<file path="config.mk">
export PLATFORM = sky130hd
export DESIGN_NAME = sum_initiator
export DESIGN_NICKNAME = d
export VERILOG_FILES = /design/src/rtl/sum_init_pkg.sv /design/src/rtl/sum_init_wdog.sv /design/src/rtl/sum_initiator.sv
export SDC_FILE = /design/constraint.sdc
export NUM_CORES = 1
export LEC_CHECK = 0
export BUFFER_PORTS_ARGS = -buffer_cell sky130_fd_sc_hd__buf_2
export CAP_MARGIN = 40
export CORE_MARGIN = 5
export CORE_UTILIZATION = 47
export CTS_CLUSTER_SIZE = 14
export DETAILED_ROUTE_END_ITERATION = 12
export GPL_TIMING_DRIVEN = 0
export PLACE_DENSITY = 0.84
export SLEW_MARGIN = 5
export SYNTH_ARGS = -nofsm -noshare
export SYNTH_HDL_FRONTEND = slang
export SYNTH_SLANG_ARGS = --single-unit
</file>
<file path="constraint.sdc">
create_clock -name clk -period 2.1 [get_ports clk]
set_clock_uncertainty 0.2 [all_clocks]
set_input_delay 0.63 -clock clk [delete_from_list [all_inputs] [get_ports clk]]
set_output_delay 0.63 -clock clk [all_outputs]
set_load 0.02 [all_outputs]
</file>
<file path="src/rtl/sum_init_pkg.sv">
// Shared types and defaults for the sum_initiator requester.
// Optional result checking is enabled with SUM_INITIATOR_CHECK_EN.
package sum_init_pkg;

    localparam int unsigned TIMEOUT_DEF = 8;
    localparam int unsigned CNT_W_DEF   = 8;

    typedef enum logic [1:0] {
        IDLE,
        ISSUE,
        WAIT,
        HOLD
    } state_e;

    // Counter width able to hold 0..timeout-1, never narrower than one bit.
    function automatic int unsigned wdog_width(input int unsigned timeout);
        return (timeout < 2) ? 1 : $clog2(timeout);
    endfunction

endpackage

</file>
<file path="src/rtl/sum_init_wdog.sv">
// Wait-state watchdog: counts enabled cycles and flags the one in which the
// count would reach TIMEOUT.
module sum_init_wdog
    import sum_init_pkg::*;
#(
    parameter int unsigned TIMEOUT = TIMEOUT_DEF
) (
    input  logic clk,
    input  logic rst_n,
    input  logic clr,
    input  logic en,
    output logic expired
);

    localparam int unsigned CW = wdog_width(TIMEOUT);

    logic [CW-1:0] cnt_q;

    assign expired = en && (cnt_q == CW'(TIMEOUT - 1));

    always_ff @(posedge clk or negedge rst_n) begin
        if (!rst_n) begin
            cnt_q <= '0;
        end else if (clr) begin
            cnt_q <= '0;
        end else if (en && !expired) begin
            cnt_q <= cnt_q + CW'(1);
        end
    end

endmodule

</file>
<file path="src/rtl/sum_initiator.sv">
// Requester side of the start/valid adder protocol with upstream and downstream handshakes.
// Define SUM_INITIATOR_CHECK_EN to add the err_mismatch result check.
module sum_initiator
    import sum_init_pkg::*;
#(
    parameter int unsigned W       = 16,
    parameter int unsigned TIMEOUT = TIMEOUT_DEF,
    parameter int unsigned CNT_W   = CNT_W_DEF
) (
    input  logic             clk,
    input  logic             rst_n,
    input  logic             in_valid,
    output logic             in_ready,
    input  logic [W-1:0]     in_a,
    input  logic [W-1:0]     in_b,
    output logic             start,
    output logic [W-1:0]     a,
    output logic [W-1:0]     b,
    input  logic             valid,
    input  logic [W-1:0]     y,
    output logic             out_valid,
    input  logic             out_ready,
    output logic [W-1:0]     out_sum,
    output logic             err_timeout,
    output logic             err_spur,
`ifdef SUM_INITIATOR_CHECK_EN
    output logic             err_mismatch,
`endif
    output logic [CNT_W-1:0] txn_cnt
);

    state_e state_q;
    logic   wd_clr;
    logic   wd_en;
    logic   wd_expired;

`ifdef SUM_INITIATOR_CHECK_EN
    logic [W-1:0] exp_q;
`endif

    assign in_ready = (state_q == IDLE) && rst_n;

    // The counter only advances on WAIT cycles with no response from the adder.
    assign wd_clr = (state_q == ISSUE);
    assign wd_en  = (state_q == WAIT) && !valid;

    sum_init_wdog #(
        .TIMEOUT (TIMEOUT)
    ) u_wdog (
        .clk     (clk),
        .rst_n   (rst_n),
        .clr     (wd_clr),
        .en      (wd_en),
        .expired (wd_expired)
    );

    always_ff @(posedge clk or negedge rst_n) begin
        if (!rst_n) begin
            state_q      <= IDLE;
            start        <= 1'b0;
            a            <= '0;
            b            <= '0;
            out_valid    <= 1'b0;
            out_sum      <= '0;
            err_timeout  <= 1'b0;
            err_spur     <= 1'b0;
            txn_cnt      <= '0;
`ifdef SUM_INITIATOR_CHECK_EN
            exp_q        <= '0;
            err_mismatch <= 1'b0;
`endif
        end else begin
            start       <= 1'b0;
            err_timeout <= 1'b0;
            err_spur    <= (state_q != WAIT) && valid;
`ifdef SUM_INITIATOR_CHECK_EN
            err_mismatch <= 1'b0;
`endif
            unique case (state_q)
                IDLE: begin
                    if (in_valid && in_ready) begin
                        a       <= in_a;
                        b       <= in_b;
                        start   <= 1'b1;
                        state_q <= ISSUE;
                    end
                end
                ISSUE: begin
`ifdef SUM_INITIATOR_CHECK_EN
                    exp_q <= a + b;
`endif
                    state_q <= WAIT;
                end
                WAIT: begin
                    // A response in the terminal cycle still counts as on time.
                    if (valid) begin
                        out_sum   <= y;
                        out_valid <= 1'b1;
`ifdef SUM_INITIATOR_CHECK_EN
                        err_mismatch <= (y != exp_q);
`endif
                        state_q   <= HOLD;
                    end else if (wd_expired) begin
                        err_timeout <= 1'b1;
                        state_q     <= IDLE;
                    end
                end
                HOLD: begin
                    if (out_ready) begin
                        out_valid <= 1'b0;
                        txn_cnt   <= txn_cnt + CNT_W'(1);
                        state_q   <= IDLE;
                    end
                end
                default: state_q <= IDLE;
            endcase
        end
    end

endmodule

</file>
==> metrics.txt <==
synth unique cells 26; met3 WL 635 µm; Synth-to-Final Area Change 37.5%; CTS root buf clkbuf_8; Flop pwr share 38.9%; leakage power 1.80 nW; fin nets 352; final wirelength 5.42 mm; row cnt 27; Num CTS Buffers 9; Setup-failing EPs final 0; NetSw 2.02 mW; Post-Syn Area 2570 µm²; Crit-path slowest cell dfrtp_2; fin util 65.4%; H-tree Lvls 3; first-pass GRT wire length 9.12 mm; Mapped Nets 222; VDD IR max 0.863 mV; synth top area cells dfrtp_1, mux2_2, buf_6; fin crit period 2010 ps; detailed-route DRC error count 0; Final Wtd Congestion 0.701; Pins Over Slew Limit 0; DR vias/cell 4.83; setup_tns 0 ps; Yosys reg bits 65; IO Count 114; post-synth top area cell dfrtp_1; Critical Path RT 1270 ps; dpl hpwl 3.94 mm; main flop type after synthesis dfrtp_1; Net Sw Frac 36.7%; Int Pwr 3.48 mW; clk_lat worst skew 330 ps; Post-synth EDFFs 0; Initial DRC Count 32; vias in the first global route 1971; Met2 Wirelength 2.53 mm; max_cap viols 0; endpoint type of the worst setup path output port; die area 7050 µm²; crit path cell chain nor3b_1 -> buf_2; GRT Overall Usage 16.5%; drt first pass iters 5; Die H 84.0 µm; initial core utilization 47.6%; aggregate global routing overflow 0; top cell type's share of synthesized area 63.2%; crit path max fanout 9; Non-Filler Instances 372; Synth Area per Inst 15.5 µm²; crit start category flop; Synth top cells by count dfrtp_1, mux2_2, a22o_1; critical path arrival 1180 ps; vias 1797; Rel. slew slack 77.2%; clock power share 18.7%; max frequency 498 MHz; port bufs 113; initial antenna violation count 0; DRT met1 WL 2.17 mm; Slew @ Worst Pin 339 ps; Hold Fails Final Rpt 0; Die Span X 84.0 µm; Pwr per Cell Area 1560 nW/µm²; Crit Path Class flop to output port; max incr delay on CP 450 ps; Logic pwr share 42.4%; largest net degree at the start of global routing 34; status complete, no violations; Period Utilization, post-route 95.6%; Reg clk slew, reported paths 60 ps; Ys Warns 0; Final WS setup 91.9 ps; ys async rst share 100%; RSZ-0062 raised after global routing no; post-route ant nets 0; Fin Hold WS 19.6 ps; Wirelength per Cell 14.6 µm; layout cells sized above 1 63.3%; Core Box Area 5410 µm²; worst hold path type input pin to asynchronous set/reset pin; n_diodes 0; CTS sink cnt 65; register area share after synthesis 63.2%; top routing layer in use met4; CTS tree yes; Place WS -519 ps; number of instances in the placed design 351; most frequent cell after synthesis dfrtp_1; cells after synthesis 166; Max Root-Sink Buffers 2
## critical path: cells and delay by family, from the launching register on
| family | cells | cell delay [ps] |
|---|---|---|
| buf+inv | 1 | 190 |
| simple gates | 1 | 200 |
| flops | 1 | 450 |
## flip-flops by register name, summed over array words and instances, names as in the netlist
register,flops
b,16
out_valid,1
out_sum,16
start,1
err_spur,1
a,16
u_wdog.cnt_q,3
err_timeout,1
state_q,2
txn_cnt,8
## routing by layer
| layer | vias to the layer above | GRT usage (%) |
|---|---|---|
| met4 | 0 | 6.43 |
| met2 | 87 | 26.4 |
| met3 | 11 | 9.38 |
| li1 | 847 | - |
| met1 | 852 | 18.3 |
| met5 | - | 0 |
## power groups by stage
stage / Combinational [mW] / Sequential [mW] / Clock [mW]
after floorplan: 0.849 / 2.78 / 0
after global placement: 2.25 / 2.10 / 0
after detailed placement: 2.32 / 2.13 / 0
after CTS: 2.28 / 2.17 / 1.06
after global routing: 2.52 / 2.22 / 1.14
final: 2.33 / 2.14 / 1.03
## logic make-up after synthesis
family / after synthesis / synth area share, %
adders and majority gates: 3 / 1.46
and+or+nand+nor: 25 / 5.79
DFF: 65 / 63.2
buffers and inverters: 8 / 2.72
muxes: 50 / 21.9
xor gates and xnor gates: 7 / 2.38
AOI/OAI and AO/OA: 8 / 2.53
## layout make-up
| type | count | area (µm²) |
|---|---|---|
| tap | 72 | 90.1 |
| timing repair buffer | 121 | 686 |
| clock inverter | 3 | 40.0 |
| clock buffer | 12 | 155 |
| sequential | 65 | 1630 |
| fill | 418 | 1870 |
| inverter | 1 | 3.75 |
| multi-input combinational | 93 | 876 |
| buffer | 5 | 56.3 |
## through the flow
step	total power, mW	instance area (µm²)
after CTS	5.51	3490
final	5.51	3540
after global routing	5.87	3540
after floorplan	3.63	2570
after global placement	4.35	3230
after detailed placement	4.46	3230
## timing repair
action,in CTS,in global routing
resized for setup,6,0
gates cloned,1,0
hold buffers,1,0
hold endpoints to repair,32,0
buffers inserted,0,6
setup endpoints to repair,29,1
## layout by cell type (no fill, tap or decap), drive strengths merged
master	n
buf	125
dfrtp	65
mux2	50
clkbuf	12
a22o	6
nand2	6
xor2	4
nand3	4
nor2	3
nor3	3
xnor2	3
ha	3
nand2b	2
clkinv	2
nor3b	1
and4bb	1
and2	1
and2b	1
inv	1
o211ai	1
a21oi	1
nand4	1
and3	1
and4	1
bufinv	1
bufbuf	1
## worst paths after layout
kind / startpoint / cells past startpoint / to / slack, ps
min in group clk: txn_cnt[7]$_DFFE_PN0P_ / 1 / txn_cnt[7]$_DFFE_PN0P_ / 260
hold reg to reg: txn_cnt[7]$_DFFE_PN0P_ / 1 / txn_cnt[7]$_DFFE_PN0P_ / 260
max in group asynchronous: rst_n / 1 / txn_cnt[0]$_DFFE_PN0P_ / 1470
setup / recovery: state_q[0]$_DFFE_PN0P_ / 2 / in_ready / 90
setup reg to reg: u_wdog.cnt_q[0]$_DFFE_PN0P_ / 5 / u_wdog.cnt_q[0]$_DFFE_PN0P_ / 360
hold / removal: rst_n / 2 / state_q[0]$_DFFE_PN0P_ / 20
No activity file was read; power rests on OpenSTA's default activity.
